`src/rtl/alu_exer_pkg.sv`:
```
`default_nettype none
// ============================================================================
// Module   : alu_exer_pkg
// Brief    : Shared types, widths and the signature step for the ALU exerciser.
// Revision : 1.0 - initial release
// ============================================================================
package alu_exer_pkg;

    localparam int ALU_OP_W = 4;
    localparam int DATA_W   = 32;
    localparam int FLG_W    = 3;

    localparam int FLG_OF = 2;
    localparam int FLG_CF = 1;
    localparam int FLG_EQ = 0;

    typedef enum logic [2:0] {
        IDLE   = 3'd0,
        DRIVE  = 3'd1,
        SAMPLE = 3'd2,
        EMIT   = 3'd3,
        DONE   = 3'd4
    } state_t;

    // Rotate-left-by-one MISR step; result2 halves are swapped so that
    // result and result2 bits land on different signature positions.
    function automatic logic [DATA_W-1:0] sig_next(
        input logic [DATA_W-1:0] sig,
        input logic [DATA_W-1:0] res,
        input logic [DATA_W-1:0] res2,
        input logic [FLG_W-1:0]  flags
    );
        return {sig[DATA_W-2:0], sig[DATA_W-1]}
             ^ res
             ^ {res2[15:0], res2[31:16]}
             ^ {{(DATA_W-FLG_W){1'b0}}, flags};
    endfunction

endpackage
`default_nettype wire

```
`src/rtl/alu_exer_if.sv`:
```
`default_nettype none
// ============================================================================
// Module   : alu_exer_if
// Brief    : Response-record stream (valid/ready) from the ALU exerciser.
// Revision : 1.0 - initial release
// ============================================================================
interface alu_exer_if;
    import alu_exer_pkg::*;

    logic                rec_valid;
    logic                rec_ready;
    logic [ALU_OP_W-1:0] rec_op;
    logic [DATA_W-1:0]   rec_result;
    logic [DATA_W-1:0]   rec_result2;
    logic [FLG_W-1:0]    rec_flags;

    modport master (
        output rec_valid, rec_op, rec_result, rec_result2, rec_flags,
        input  rec_ready
    );

    modport slave (
        input  rec_valid, rec_op, rec_result, rec_result2, rec_flags,
        output rec_ready
    );

endinterface
`default_nettype wire

```
`src/rtl/alu_exer_misr.sv`:
```
`default_nettype none
// ============================================================================
// Module   : alu_exer_misr
// Brief    : 32-bit response signature register; only built with ALU_EXER_SIG_EN.
// Revision : 1.0 - initial release
// ============================================================================
`ifdef ALU_EXER_SIG_EN
module alu_exer_misr
    import alu_exer_pkg::*;
(
    input  logic              clk,
    input  logic              rst,
    input  logic              i_clr,
    input  logic              i_en,
    input  logic [DATA_W-1:0] i_result,
    input  logic [DATA_W-1:0] i_result2,
    input  logic [FLG_W-1:0]  i_flags,
    output logic [DATA_W-1:0] o_sig
);

    logic [DATA_W-1:0] r_sig;

    always_ff @(posedge clk) begin
        if (rst || i_clr) begin
            r_sig <= '0;
        end else if (i_en) begin
            r_sig <= sig_next(r_sig, i_result, i_result2, i_flags);
        end
    end

    assign o_sig = r_sig;

endmodule
`endif
`default_nettype wire

```
`src/rtl/alu_exerciser.sv`:
```
`default_nettype none
// ============================================================================
// Module   : alu_exerciser
// Brief    : ALU self-test sweep: drives every opcode, streams responses and
//            (with ALU_EXER_SIG_EN defined) folds them into a signature.
// Revision : 1.0 - initial release
// ============================================================================
module alu_exerciser
    import alu_exer_pkg::*;
#(
    parameter int NUM_OPS    = 13,
    parameter int SETTLE_CYC = 1
) (
    input  logic                clk,
    input  logic                rst,
    input  logic                start,
    input  logic [DATA_W-1:0]   x_in,
    input  logic [DATA_W-1:0]   y_in,
    output logic                busy,
    output logic                done,
    output logic [DATA_W-1:0]   alu_x,
    output logic [DATA_W-1:0]   alu_y,
    output logic [ALU_OP_W-1:0] alu_op,
    input  logic [DATA_W-1:0]   alu_result,
    input  logic [DATA_W-1:0]   alu_result2,
    input  logic                alu_of,
    input  logic                alu_cf,
    input  logic                alu_equal,
    alu_exer_if.master          rec,
    output logic [DATA_W-1:0]   signature
);

    localparam int                  c_CNT_W       = (SETTLE_CYC > 1) ? $clog2(SETTLE_CYC) : 1;
    localparam logic [c_CNT_W-1:0]  c_SETTLE_LAST = c_CNT_W'(SETTLE_CYC - 1);
    localparam logic [ALU_OP_W-1:0] c_LAST_OP     = ALU_OP_W'(NUM_OPS - 1);

    state_t              r_state;
    state_t              w_state_nxt;
    logic [DATA_W-1:0]   r_x;
    logic [DATA_W-1:0]   r_y;
    logic [ALU_OP_W-1:0] r_op;
    logic [c_CNT_W-1:0]  r_settle_cnt;
    logic [DATA_W-1:0]   r_rec_result;
    logic [DATA_W-1:0]   r_rec_result2;
    logic [FLG_W-1:0]    r_rec_flags;
    logic [FLG_W-1:0]    w_flags;
    logic                w_start_acc;
    logic                w_sample;
    logic                w_advance;

    always_ff @(posedge clk) begin
        if (rst) begin
            r_state <= IDLE;
        end else begin
            r_state <= w_state_nxt;
        end
    end

    always_comb begin
        w_state_nxt = r_state;
        w_start_acc = 1'b0;
        w_sample    = 1'b0;
        w_advance   = 1'b0;
        case (r_state)
            IDLE: begin
                if (start) begin
                    w_start_acc = 1'b1;
                    w_state_nxt = DRIVE;
                end
            end
            DRIVE: begin
                if (r_settle_cnt == c_SETTLE_LAST) begin
                    w_state_nxt = SAMPLE;
                end
            end
            SAMPLE: begin
                w_sample    = 1'b1;
                w_state_nxt = EMIT;
            end
            EMIT: begin
                if (rec.rec_ready) begin
                    if (r_op == c_LAST_OP) begin
                        w_state_nxt = DONE;
                    end else begin
                        w_advance   = 1'b1;
                        w_state_nxt = DRIVE;
                    end
                end
            end
            DONE:    w_state_nxt = IDLE;
            default: w_state_nxt = IDLE;
        endcase
    end

    always_comb begin
        w_flags         = '0;
        w_flags[FLG_OF] = alu_of;
        w_flags[FLG_CF] = alu_cf;
        w_flags[FLG_EQ] = alu_equal;
    end

    // Operands and opcode only move on start/advance, so they hold steady
    // from DRIVE through the end of EMIT.
    always_ff @(posedge clk) begin
        if (rst) begin
            r_x           <= '0;
            r_y           <= '0;
            r_op          <= '0;
            r_settle_cnt  <= '0;
            r_rec_result  <= '0;
            r_rec_result2 <= '0;
            r_rec_flags   <= '0;
        end else begin
            if (w_start_acc) begin
                r_x  <= x_in;
                r_y  <= y_in;
                r_op <= '0;
            end else if (w_advance) begin
                r_op <= r_op + ALU_OP_W'(1);
            end

            if (r_state == DRIVE) begin
                r_settle_cnt <= r_settle_cnt + c_CNT_W'(1);
            end else begin
                r_settle_cnt <= '0;
            end

            if (w_sample) begin
                r_rec_result  <= alu_result;
                r_rec_result2 <= alu_result2;
                r_rec_flags   <= w_flags;
            end
        end
    end

    assign busy            = (r_state != IDLE);
    assign done            = (r_state == DONE);
    assign alu_x           = r_x;
    assign alu_y           = r_y;
    assign alu_op          = r_op;
    assign rec.rec_valid   = (r_state == EMIT);
    assign rec.rec_op      = r_op;
    assign rec.rec_result  = r_rec_result;
    assign rec.rec_result2 = r_rec_result2;
    assign rec.rec_flags   = r_rec_flags;

`ifdef ALU_EXER_SIG_EN
    alu_exer_misr u_misr (
        .clk       (clk),
        .rst       (rst),
        .i_clr     (w_start_acc),
        .i_en      (w_sample),
        .i_result  (alu_result),
        .i_result2 (alu_result2),
        .i_flags   (w_flags),
        .o_sig     (signature)
    );
`else
    assign signature = '0;
`endif

endmodule
`default_nettype wire

```
`src/flat_wrapper.sv`:
```
// flat-port wrapper written by rule: the top's interface ports become plain ports
module alu_exerciser_flat import alu_exer_pkg::*;
#(
    parameter int NUM_OPS    = 13,
    parameter int SETTLE_CYC = 1
)
  (clk, rst, start, x_in, y_in, busy, done, alu_x, alu_y, alu_op, alu_result, alu_result2, alu_of, alu_cf, alu_equal, signature, rec_rec_valid, rec_rec_op, rec_rec_result, rec_rec_result2, rec_rec_flags, rec_rec_ready);
  alu_exer_if rec_i ();
  input  logic clk;
  input  logic rst;
  input  logic start;
  input  logic [DATA_W-1:0] x_in;
  input  logic [DATA_W-1:0] y_in;
  output logic busy;
  output logic done;
  output logic [DATA_W-1:0] alu_x;
  output logic [DATA_W-1:0] alu_y;
  output logic [ALU_OP_W-1:0] alu_op;
  input  logic [DATA_W-1:0] alu_result;
  input  logic [DATA_W-1:0] alu_result2;
  input  logic alu_of;
  input  logic alu_cf;
  input  logic alu_equal;
  output logic [DATA_W-1:0] signature;
  output wire logic [$bits(rec_i.rec_valid)-1:0] rec_rec_valid;
  output wire logic [$bits(rec_i.rec_op)-1:0] rec_rec_op;
  output wire logic [$bits(rec_i.rec_result)-1:0] rec_rec_result;
  output wire logic [$bits(rec_i.rec_result2)-1:0] rec_rec_result2;
  output wire logic [$bits(rec_i.rec_flags)-1:0] rec_rec_flags;
  input wire logic [$bits(rec_i.rec_ready)-1:0] rec_rec_ready;
  assign rec_rec_valid = rec_i.rec_valid;
  assign rec_rec_op = rec_i.rec_op;
  assign rec_rec_result = rec_i.rec_result;
  assign rec_rec_result2 = rec_i.rec_result2;
  assign rec_rec_flags = rec_i.rec_flags;
  assign rec_i.rec_ready = rec_rec_ready;
  alu_exerciser #(.NUM_OPS(NUM_OPS), .SETTLE_CYC(SETTLE_CYC)) u_core (.clk(clk), .rst(rst), .start(start), .x_in(x_in), .y_in(y_in), .busy(busy), .done(done), .alu_x(alu_x), .alu_y(alu_y), .alu_op(alu_op), .alu_result(alu_result), .alu_result2(alu_result2), .alu_of(alu_of), .alu_cf(alu_cf), .alu_equal(alu_equal), .rec(rec_i), .signature(signature));
endmodule
```
`config.mk`:
```
export PLATFORM = sky130hd
export DESIGN_NAME = alu_exerciser_flat
export DESIGN_NICKNAME = d
export VERILOG_FILES = /design/src/rtl/alu_exer_pkg.sv /design/src/rtl/alu_exer_if.sv /design/src/rtl/alu_exer_misr.sv /design/src/rtl/alu_exerciser.sv /design/src/flat_wrapper.sv
export SDC_FILE = /design/constraint.sdc
export NUM_CORES = 1
export LEC_CHECK = 0
export ABC_CLOCK_PERIOD_IN_PS = 1530
export CAP_MARGIN = 25
export CORE_MARGIN = 2
export CORE_UTILIZATION = 38
export CTS_CLUSTER_DIAMETER = 150
export DETAILED_ROUTE_END_ITERATION = 12
export PLACE_DENSITY = 0.81
export SYNTH_ARGS = -nofsm -noshare
export SYNTH_HDL_FRONTEND = slang
export SYNTH_SLANG_ARGS = --single-unit
```
`constraint.sdc`:
```
create_clock -name clk -period 1.53 [get_ports clk]
set_input_delay 0.153 -clock clk [delete_from_list [all_inputs] [get_ports clk]]
set_output_delay 0.153 -clock clk [all_outputs]
set_load 0.05 [all_outputs]
```
==> results.toml, run 1 <==
[floorplanning]
dieWidth_microns = 121.2
die-area_sq_mm = 0.01470
start_util_pct = 39.13
coreArea_sq_mm = 0.01335
ioPinCount = 309
std_cell_rows = 42
die_y_microns = 121.2

[route]
drtPass1Iterations = 4
drtIter0Drc = 275
detail-route-antenna-nets = 0
wl_per_cell_microns = 14.70
drc = 0
routed_wl_microns = 16620
viasPerCell = 4.715
route.vias.total = 5328

[sta]
skew_ps = 4.474
fmax_ghz = 0.6254
finalHoldViolCount = 0
period_share_pct = 104.5
fin_ws_ps = -69.06
rsz0062_at_grt = "yes"
setup_viol = 2
maxSlewViolCount = 0
final.min_clock_period_ps = 1599
hold_slack_ps = 150.4

[worst_setup_path]
slowest_delay_ps = 400
path_class = "reg -> out"
path_cells = "buf_6 > or3_4 > buf_12"
reg2reg_slack_ps = -30
cp-start-kind = "flop"
worst_ep_required_time_ps = 1380
worstPathMaxFanout = 11
arrival_ps = 1450
endpoint_kind = "primary output"
crit_path_top_delay_cell = "or3_4"

[layout]
diodes = 0
areaGrowthSynthToFinish_pct = 68.69
drive_gt1_share_pct = 24.74
multi_input_area_sq_mm = 0.002097
fin_util_pct = 66.00
seqCellArea_sq_mm = 0.002790
final_nets = 1078
fill_cells = 1123

[cts]
cts_buffers = 17
clock-sinks = 139
root_buffer = "clkbuf_16"
cts_buffer_depth = 2
cts_tree = "yes"
cts_max_level = 4
clock_latency_ps = 410
path_clk_slew_ps = 60

[grt]
grt.total_usage_pct = 20.61
met3_usage_pct = 5.827
grt_overflow = 0
grt_max_degree = 61
antenna_found_initial = 0
grt_pass1_wl_microns = 23640
grt_pass1_vias = 4853
use_met1_pct = 24.23
global_route.usage.met2_pct = 34.52
busiest_layer = "met2"

[synth]
synth.avg_cell_area_sq_um = 7.961
synth_top_cell_area_share_pct = 53.28
synth_area_leaders = "dfxtp_1, nand2_1, a21oi_1"
synth_edf_count = 0
synth.distinct_cells = 28
yosysTopAreaCell = "dfxtp_1"
netlist_area_sq_mm = 0.005223
ys_seq_area_share_pct = 53.28
synth.top_cells.by_count = "nand2_1, dfxtp_1, a21oi_1"
synth.most_common_cell = "nand2_1"
ys_warn_count = 0
syn_inst = 656
async_flop_share_pct = 0
yosys_most_used_dff = "dfxtp_1"
ys_ff_latch = 139

[outcome]
outcome = "complete, but fails checks"
violations = "setup timing"

[placement]
dp_hpwl_microns = 11100
io_buffer_count = 276
gp_congestion = 0.7777

[pwr]
vdd_drop_max_mv = 0.6380
p_leak_uw = 0.003675
power_density_mw_per_mm2 = 1312

[min_path]
hold_class = "in -> reg"

[flow_run]
cap_violations = 0
==> per-stage QoR <==
stage	setup WS (ps)	area [sq um]	cells	setup TNS, ps	total power, uW
3_5_place_dp	-302.4	7861	1087	-18940	6871
2_1_floorplan	60.84	5346	687	0	5882
6_report	-69.06	8810	1130	-95.74	11560
5_1_grt	-111.6	8810	1130	-2075	11980
3_3_place_gp	-283.5	7861	1087	-17480	6845
4_1_cts	-136.0	8569	1121	-2892	11450
==> worst max-delay path: cells and delay by family (launching register included) <==
family | cells | cell delay, ps
buffers and inverters | 2 | 300
DFF | 1 | 330
and+or+nand+nor | 1 | 400
==> where the power goes <==
| group | internal (uW) | switching [uW] | leakage (uW) |
|---|---|---|---|
| clock network | 3010 | 1540 | 0.000318 |
| logic | 1120 | 1860 | 0.00222 |
| registers | 3890 | 138 | 0.00114 |
| total | 8020 | 3540 | 0.00367 |
==> logic make-up after synthesis <==
| family | count (synthesis) | synth area share (%) |
|---|---|---|
| AO/OA/AOI/OAI | 142 | 13.80 |
| adder cells (fa/ha/maj) | 2 | 0.4791 |
| buffers and inverters | 86 | 10.37 |
| flip-flops | 139 | 53.28 |
| other | 1 | 0.07180 |
| AND/OR/NAND/NOR | 286 | 21.99 |
==> timing repair <==
item                                    4_1_cts  5_1_grt
pin swaps                                     2        2
endpoints found under the setup margin       69       72
setup buffers                                 2        3
hold buffers                                  0        0
gates resized for setup                       8       28
gates cloned                                  0        7
==> layout make-up <==
class	count	share of cell area, %
timing repair buffer	318	34.41
sequential	139	31.67
multi-input combinational	462	23.80
clock buffer	20	5.298
tap	176	2.500
clock inverter	12	2.187
inverter	3	0.1278
==> cell usage in the layout (no fill, tap or decap), types with 2 or more instances in the layout <==
cell type,n
ha_1,2
o31ai_1,2
clkdlybuf4s50_1,133
bufinv_16,5
conb_1,32
nand3_1,5
dfxtp_1,135
or3_1,2
inv_1,3
a21oi_1,129
dfxtp_2,3
nand2_1,262
a21oi_2,6
buf_4,154
clkinvlp_4,3
o21ai_0,3
nor3_1,3
buf_12,16
clkinv_2,4
buf_6,11
nor3b_4,2
clkbuf_8,3
clkbuf_16,21
==> worst paths after layout <==
path | startpoint | to | depth (start not counted)
hold / removal | rst | u_core.alu_y[15] | 2
setup reg to reg | u_core.r_state[2] | u_core.alu_x[27] | 7
hold reg to reg | u_core.alu_x[29] | u_core.alu_x[29] | 2
setup / recovery | u_core.r_state[2] | busy | 3
==> sequential cells by signal (all words and copies together), names as in the netlist <==
| name | count |
|---|---|
| u_core.rec.rec_result2 | 32 |
| u_core.alu_y | 32 |
| u_core.rec.rec_flags | 3 |
| u_core.alu_op | 4 |
| u_core.alu_x | 32 |
| u_core.r_settle_cnt | 1 |
| u_core.r_state | 3 |
| u_core.rec.rec_result | 32 |
==> per-layer routing <==
| metal | part of all wire, % | wire length (microns) |
|---|---|---|
| met2 | 50 | 8319 |
| met5 | 0 | 0 |
| met1 | 40 | 6678 |
| met3 | 7.3 | 1215 |
| met4 | 2.4 | 403 |
Power figures use the tool's default switching activity.
==> inputs of run 2 (changes only) <==
- GPL_TIMING_DRIVEN: default -> 1
- RECOVER_POWER: default -> 25
==> run 2 against run 1 <==
Effect of this change:
- the flow still finishes with violations (setup timing)
- critical path depth unchanged
- register-to-register slack about the same
- first-iteration DRC count increased by 0.73%
- hold slack got worse by 2.7 ps
- worst setup slack improved by 1.1 ps
- global-route usage unchanged
- highest routed layer unchanged
- largest cell class unchanged
- non-clock buffer count unchanged
- clock power about the same
==> results.toml, run 2 (synthesis gave the netlist of run 1 again) <==
[route]
route.vias.total = 5310
wl_per_cell_microns = 14.68
drtIter0Drc = 277
drtPass1Iterations = 4
viasPerCell = 4.699
drc = 0
detail-route-antenna-nets = 0
routed_wl_microns = 16580

[worst_setup_path]
endpoint_kind = "primary output"
regToRegStartpoint = "u_core.r_state[2]"
cp-startpoint = "u_core.r_state[2]"
path_delay_family = "simple AND/OR/NAND/NOR gates"
path_class = "reg -> out"
path_cells = "buf_6 > or3_4 > buf_12"
cp-start-kind = "flop"
slowest_delay_ps = 400
arrival_ps = 1440
cp.buffers_inverters = 2
worstPathMaxFanout = 11
crit_path_top_delay_cell = "or3_4"
worst_ep_required_time_ps = 1380

[cts]
cts_buffers = 17
clock_latency_ps = 410
root_buffer = "clkbuf_16"
path_clk_slew_ps = 60
cts_max_level = 4
clock-sinks = 139
cts_tree = "yes"
cts_buffer_depth = 2

[sta]
setup_viol = 2
fin_ws_ps = -67.94
final.min_clock_period_ps = 1598
maxSlewViolCount = 0
worst_pin_slew_ps = 608.6
rsz0062_at_grt = "yes"
finalHoldViolCount = 0
period_share_pct = 104.4
finalSetupTns_ps = -95.17
slew_headroom_pct = 59.60
skew_ps = 5.005
fmax_ghz = 0.6258

[layout]
final_common_cell = "nand2_1"
fin_util_pct = 64.64
fill_cells = 1169
seqCellArea_sq_mm = 0.002790
final_nets = 1078
areaGrowthSynthToFinish_pct = 65.21
drive_gt1_share_pct = 23.38
final_cell_mix = "nand2_1, dfxtp_1, clkdlybuf4s50_1"
multi_input_area_sq_mm = 0.002097
diodes = 0

[grt]
grt.total_usage_pct = 20.61
grt_max_degree = 61
antenna_found_initial = 0
grt_overflow = 0
grt_pass1_wl_microns = 23640
grt_pass1_vias = 4853

[placement]
io_buffer_count = 276
gp_congestion = 0.7777
dp_hpwl_microns = 11100

[floorplanning]
die_y_microns = 121.2
die-area_sq_mm = 0.01470
dieWidth_microns = 121.2
coreArea_sq_mm = 0.01335
std_cell_rows = 42
ioPinCount = 309
start_util_pct = 39.13

[pwr]
vdd_drop_max_mv = 0.6388
power_density_mw_per_mm2 = 1328
p_leak_uw = 0.003579

[min_path]
hold_start = "rst"
hold_class = "in -> reg"

[outcome]
violations = "setup timing"
outcome = "complete, but fails checks"

[flow_run]
cap_violations = 0
## run 2: per-stage QoR
step                cells  setup WS (ps)  total power [uW]  instance area (sq um)  hold slack, ps
floorplan             687          60.84              5882                   5346           289.0
global placement     1087         -283.5              6845                   7861           441.5
detailed placement   1087         -302.4              6871                   7861           447.1
CTS                  1121         -136.0             11450                   8569           136.8
global route         1130         -111.6             11890                   8628           157.0
finish               1130         -67.94             11460                   8628           147.7
## run 2: metal layers
layer	wire (microns)	up-vias	track usage (%)	share of wire, %
li1	-	2622	-	-
met1	6622	2464	24.23	40
met2	8366	191	34.52	50
met3	1193	33	5.827	7.2
met4	401	0	9.914	2.4
met5	0	-	0	0
## run 2: power by group
group / internal [uW] / total (uW) / switching, uW
combinational: 1040 / 2900 / 1860
clock: 3010 / 4540 / 1530
sequential: 3890 / 4020 / 137
total: 7930 / 11500 / 3530
## run 2: cell type report
type	count	share of cell area (%)
Sequential cell	139	32.34
Tap cell	176	2.552
Clock inverter	12	2.233
Clock buffer	20	5.409
Timing Repair Buffer	318	33.03
Inverter	3	0.1305
Multi-Input combinational cell	462	24.30
## run 2: what timing repair did
action | CTS | global route
endpoints found under the hold margin | 0 | 0
pin swaps | 2 | 2
setup endpoints to repair | 69 | 72
cloned | 0 | 7
buffers inserted | 2 | 3
resized for setup | 8 | 28
hold buffers | 0 | 0
## run 2: path summary, 6_finish.rpt
check / end / slack [ps] / cells past startpoint
max: busy / -70 / 3
min: u_core.alu_y[15] / 150 / 2
max reg2reg: u_core.alu_x[27] / -30 / 7
min reg2reg: u_core.rec.rec_result[8] / 450 / 2
==> inputs of run 3 (changes only) <==
- ABC_AREA: default -> 1
- ABC_CLOCK_PERIOD_IN_PS: 1530 -> 1800
- CORE_UTILIZATION: 38 -> 39
- REMOVE_ABC_BUFFERS: default -> 1
- clock period: 1.53 -> 1.8 ns (I/O delays scaled with it)
==> run 3 against run 2 <==
Effect of this change:
- power rose by 6.7%
- critical path type unchanged
- flip-flop and latch count did not move
- clock skew rose by 2.1 ps
- hold slack improved by 230 ps
- the flow now finishes without violations
- synthesized cell count rose by 2.0%
- register-to-register slack improved by 230 ps
- critical endpoint is now rec_rec_result[4]
- sequential share of layout area fell by 0.17 points
- utilization fell by 2.1 points
- non-clock buffer count fell by 28
- combinational power rose by 72%
- sequential power barely moved
- clock power fell by 28%
==> results.toml, run 3 <==
[route]
drtIter0Drc = 234
detail-route-antenna-nets = 0
routed_wl_microns = 14520
route.vias.total = 4965
wl_per_cell_microns = 12.93
drtPass1Iterations = 4
drc = 0
viasPerCell = 4.421

[sta]
slew_headroom_pct = 57.17
fmax_ghz = 0.5703
maxSlewViolCount = 0
setup_viol = 0
final.min_clock_period_ps = 1754
rsz0062_at_grt = "no"
skew_ps = 7.060
period_share_pct = 97.42
worst_pin_slew_ps = 645.3
finalHoldViolCount = 0

[worst_setup_path]
worst_ep_required_time_ps = 1620
worstPathMaxFanout = 2
slowest_delay_ps = 830
cp-start-kind = "flop"
path_delay_family = "buffers and inverters"
endpoint_kind = "primary output"
crit_path_top_delay_cell = "clkdlybuf4s50_1"
cp.buffers_inverters = 1
path_class = "reg -> out"
reg2reg_slack_ps = 200
path_cells = "clkdlybuf4s50_1"
arrival_ps = 1570

[pwr]
vdd_drop_max_mv = 0.8047
power_uw = 12230
power_density_mw_per_mm2 = 1414
p_leak_uw = 0.003346

[cts]
clock-sinks = 139
cts_buffers = 17
cts_resized = 6
root_buffer = "clkbuf_16"
cts_max_level = 4
cts_buffer_depth = 2
clock_latency_ps = 400
cts_tree = "yes"
path_clk_slew_ps = 50
post_cts_buffers = 0
ctsHoldBuffers = 0

[synth]
synthAdderAreaFrac_pct = 0.4564
yosysTopAreaCell = "dfxtp_1"
synth.distinct_cells = 26
ys_warn_count = 0
synth.avg_cell_area_sq_um = 8.195
synthXorXnorAreaFrac_pct = 0.1597
netlist_area_sq_mm = 0.005483
synth.top_cells.by_count = "dfxtp_1, inv_1, a21oi_1"
synth_top_family_by_area = "compound AO/OA/AOI/OAI gates"
synth_area_leaders = "dfxtp_1, a21oi_1, inv_1"
ys_ff_latch = 139
async_flop_share_pct = 0
syn_inst = 669
synth_edf_count = 0
yosys.area_share.simple_pct = 3.925
synth_compound_area_share_pct = 24.28
synth_top_cell_area_share_pct = 50.75
synth.most_common_cell = "dfxtp_1"
yosys_most_used_dff = "dfxtp_1"
synthMuxAreaShare_pct = 0
ys_seq_area_share_pct = 50.75

[floorplanning]
ioPinCount = 309
die-area_sq_mm = 0.01502
start_util_pct = 39.65
die_y_microns = 122.6
coreArea_sq_mm = 0.01383
dieWidth_microns = 122.6
std_cell_rows = 43

[layout]
drive_gt1_share_pct = 5.196
fin_area_sq_mm = 0.008651
fill_cells = 1181
final_common_cell = "clkdlybuf4s50_1"
final_cells = 1123
fin_util_pct = 62.56
diodes = 0
final_cell_mix = "clkdlybuf4s50_1, inv_1, dfxtp_1"
areaGrowthSynthToFinish_pct = 57.78
final_nets = 1068

[grt]
grt_pass1_vias = 4441
grt_pass1_wl_microns = 22210
grt_max_degree = 66
antenna_found_initial = 0
grt.total_usage_pct = 18.89
grt_overflow = 0

[outcome]
outcome = "complete, no violations"

[placement]
numPlacedInstances = 1092
place_area_sq_mm = 0.008164
io_buffer_count = 276
gp_congestion = 0.7671
dp_hpwl_microns = 10660

[min_path]
hold_class = "in -> reg"

[flow_run]
cap_violations = 0
run 3: cell types whose count changed in the layout (fill, tap and decap cells not counted), sizes merged, moves of 3 or more:
cell | before | now
clkdlybuf4s50 | 133 | 262
buf | 115 | 12
nor2 | 0 | 11
nand2 | 263 | 15
clkbuf | 90 | 34
dlygate4sd2 | 0 | 6
or3 | 3 | 0
o21ai | 3 | 133
inv | 3 | 140
nand3 | 5 | 11
bufinv | 5 | 1
run 3: through the flow:
stage	hold WS, ps	TNS, ps	setup slack, ps
final	379.7	0	46.49
after global routing	374.5	0	2.323
after detailed placement	412.4	0	227.0
after global placement	407.7	0	269.6
after floorplan	256.8	-757.5	-162.0
after CTS	357.9	0	4.622
run 3: power breakdown:
| group | internal, uW | switching [uW] | leakage, uW |
|---|---|---|---|
| sequential | 3690 | 312 | 0.00114 |
| combinational | 1610 | 3370 | 0.00193 |
| clock | 2030 | 1220 | 0.000272 |
run 3: logic make-up after synthesis:
kind of cell | after synthesis
other | 1
AO/OA/AOI/OAI | 266
buffers and inverters | 218
flip-flops | 139
adder cells (fa/ha/maj) | 2
AND/OR/NAND/NOR | 42
XOR/XNOR | 1
run 3: final cells by class:
type	instances	area, sq um	share of cell area, %
Sequential cell	139	2783	32.17
Clock inverter	7	65.06	0.7521
Inverter	140	525.5	6.075
Clock buffer	24	491.7	5.684
Tap cell	180	225.2	2.603
Timing Repair Buffer	290	2863	33.09
Multi-Input combinational cell	343	1698	19.63
run 3: metal layers:
| layer | routed length (microns) | part of all wire (%) | track usage (%) | vias up |
|---|---|---|---|---|
| met4 | 200 | 1.4 | 6.178 | 0 |
| met5 | 0 | 0 | 0 | - |
| met1 | 6045 | 42 | 22.67 | 2208 |
| met3 | 902 | 6.2 | 5.762 | 13 |
| li1 | - | - | - | 2589 |
| met2 | 7369 | 51 | 32.19 | 155 |
run 3: worst paths after layout:
kind | from | to | depth (start not counted)
worst min register to register | u_core.r_settle_cnt | u_core.r_settle_cnt | 1
worst max-delay path | u_core.rec.rec_result[4] | rec_rec_result[4] | 1
worst max register to register | u_core.r_state[0] | u_core.alu_y[10] | 5
worst min-delay path | x_in[21] | u_core.alu_x[21] | 3
run 3: worst min-delay path, delay by kind of cell:
family / cells / cell delay, ps
AO/OA/AOI/OAI: 2 / 160
buffers and inverters: 1 / 390
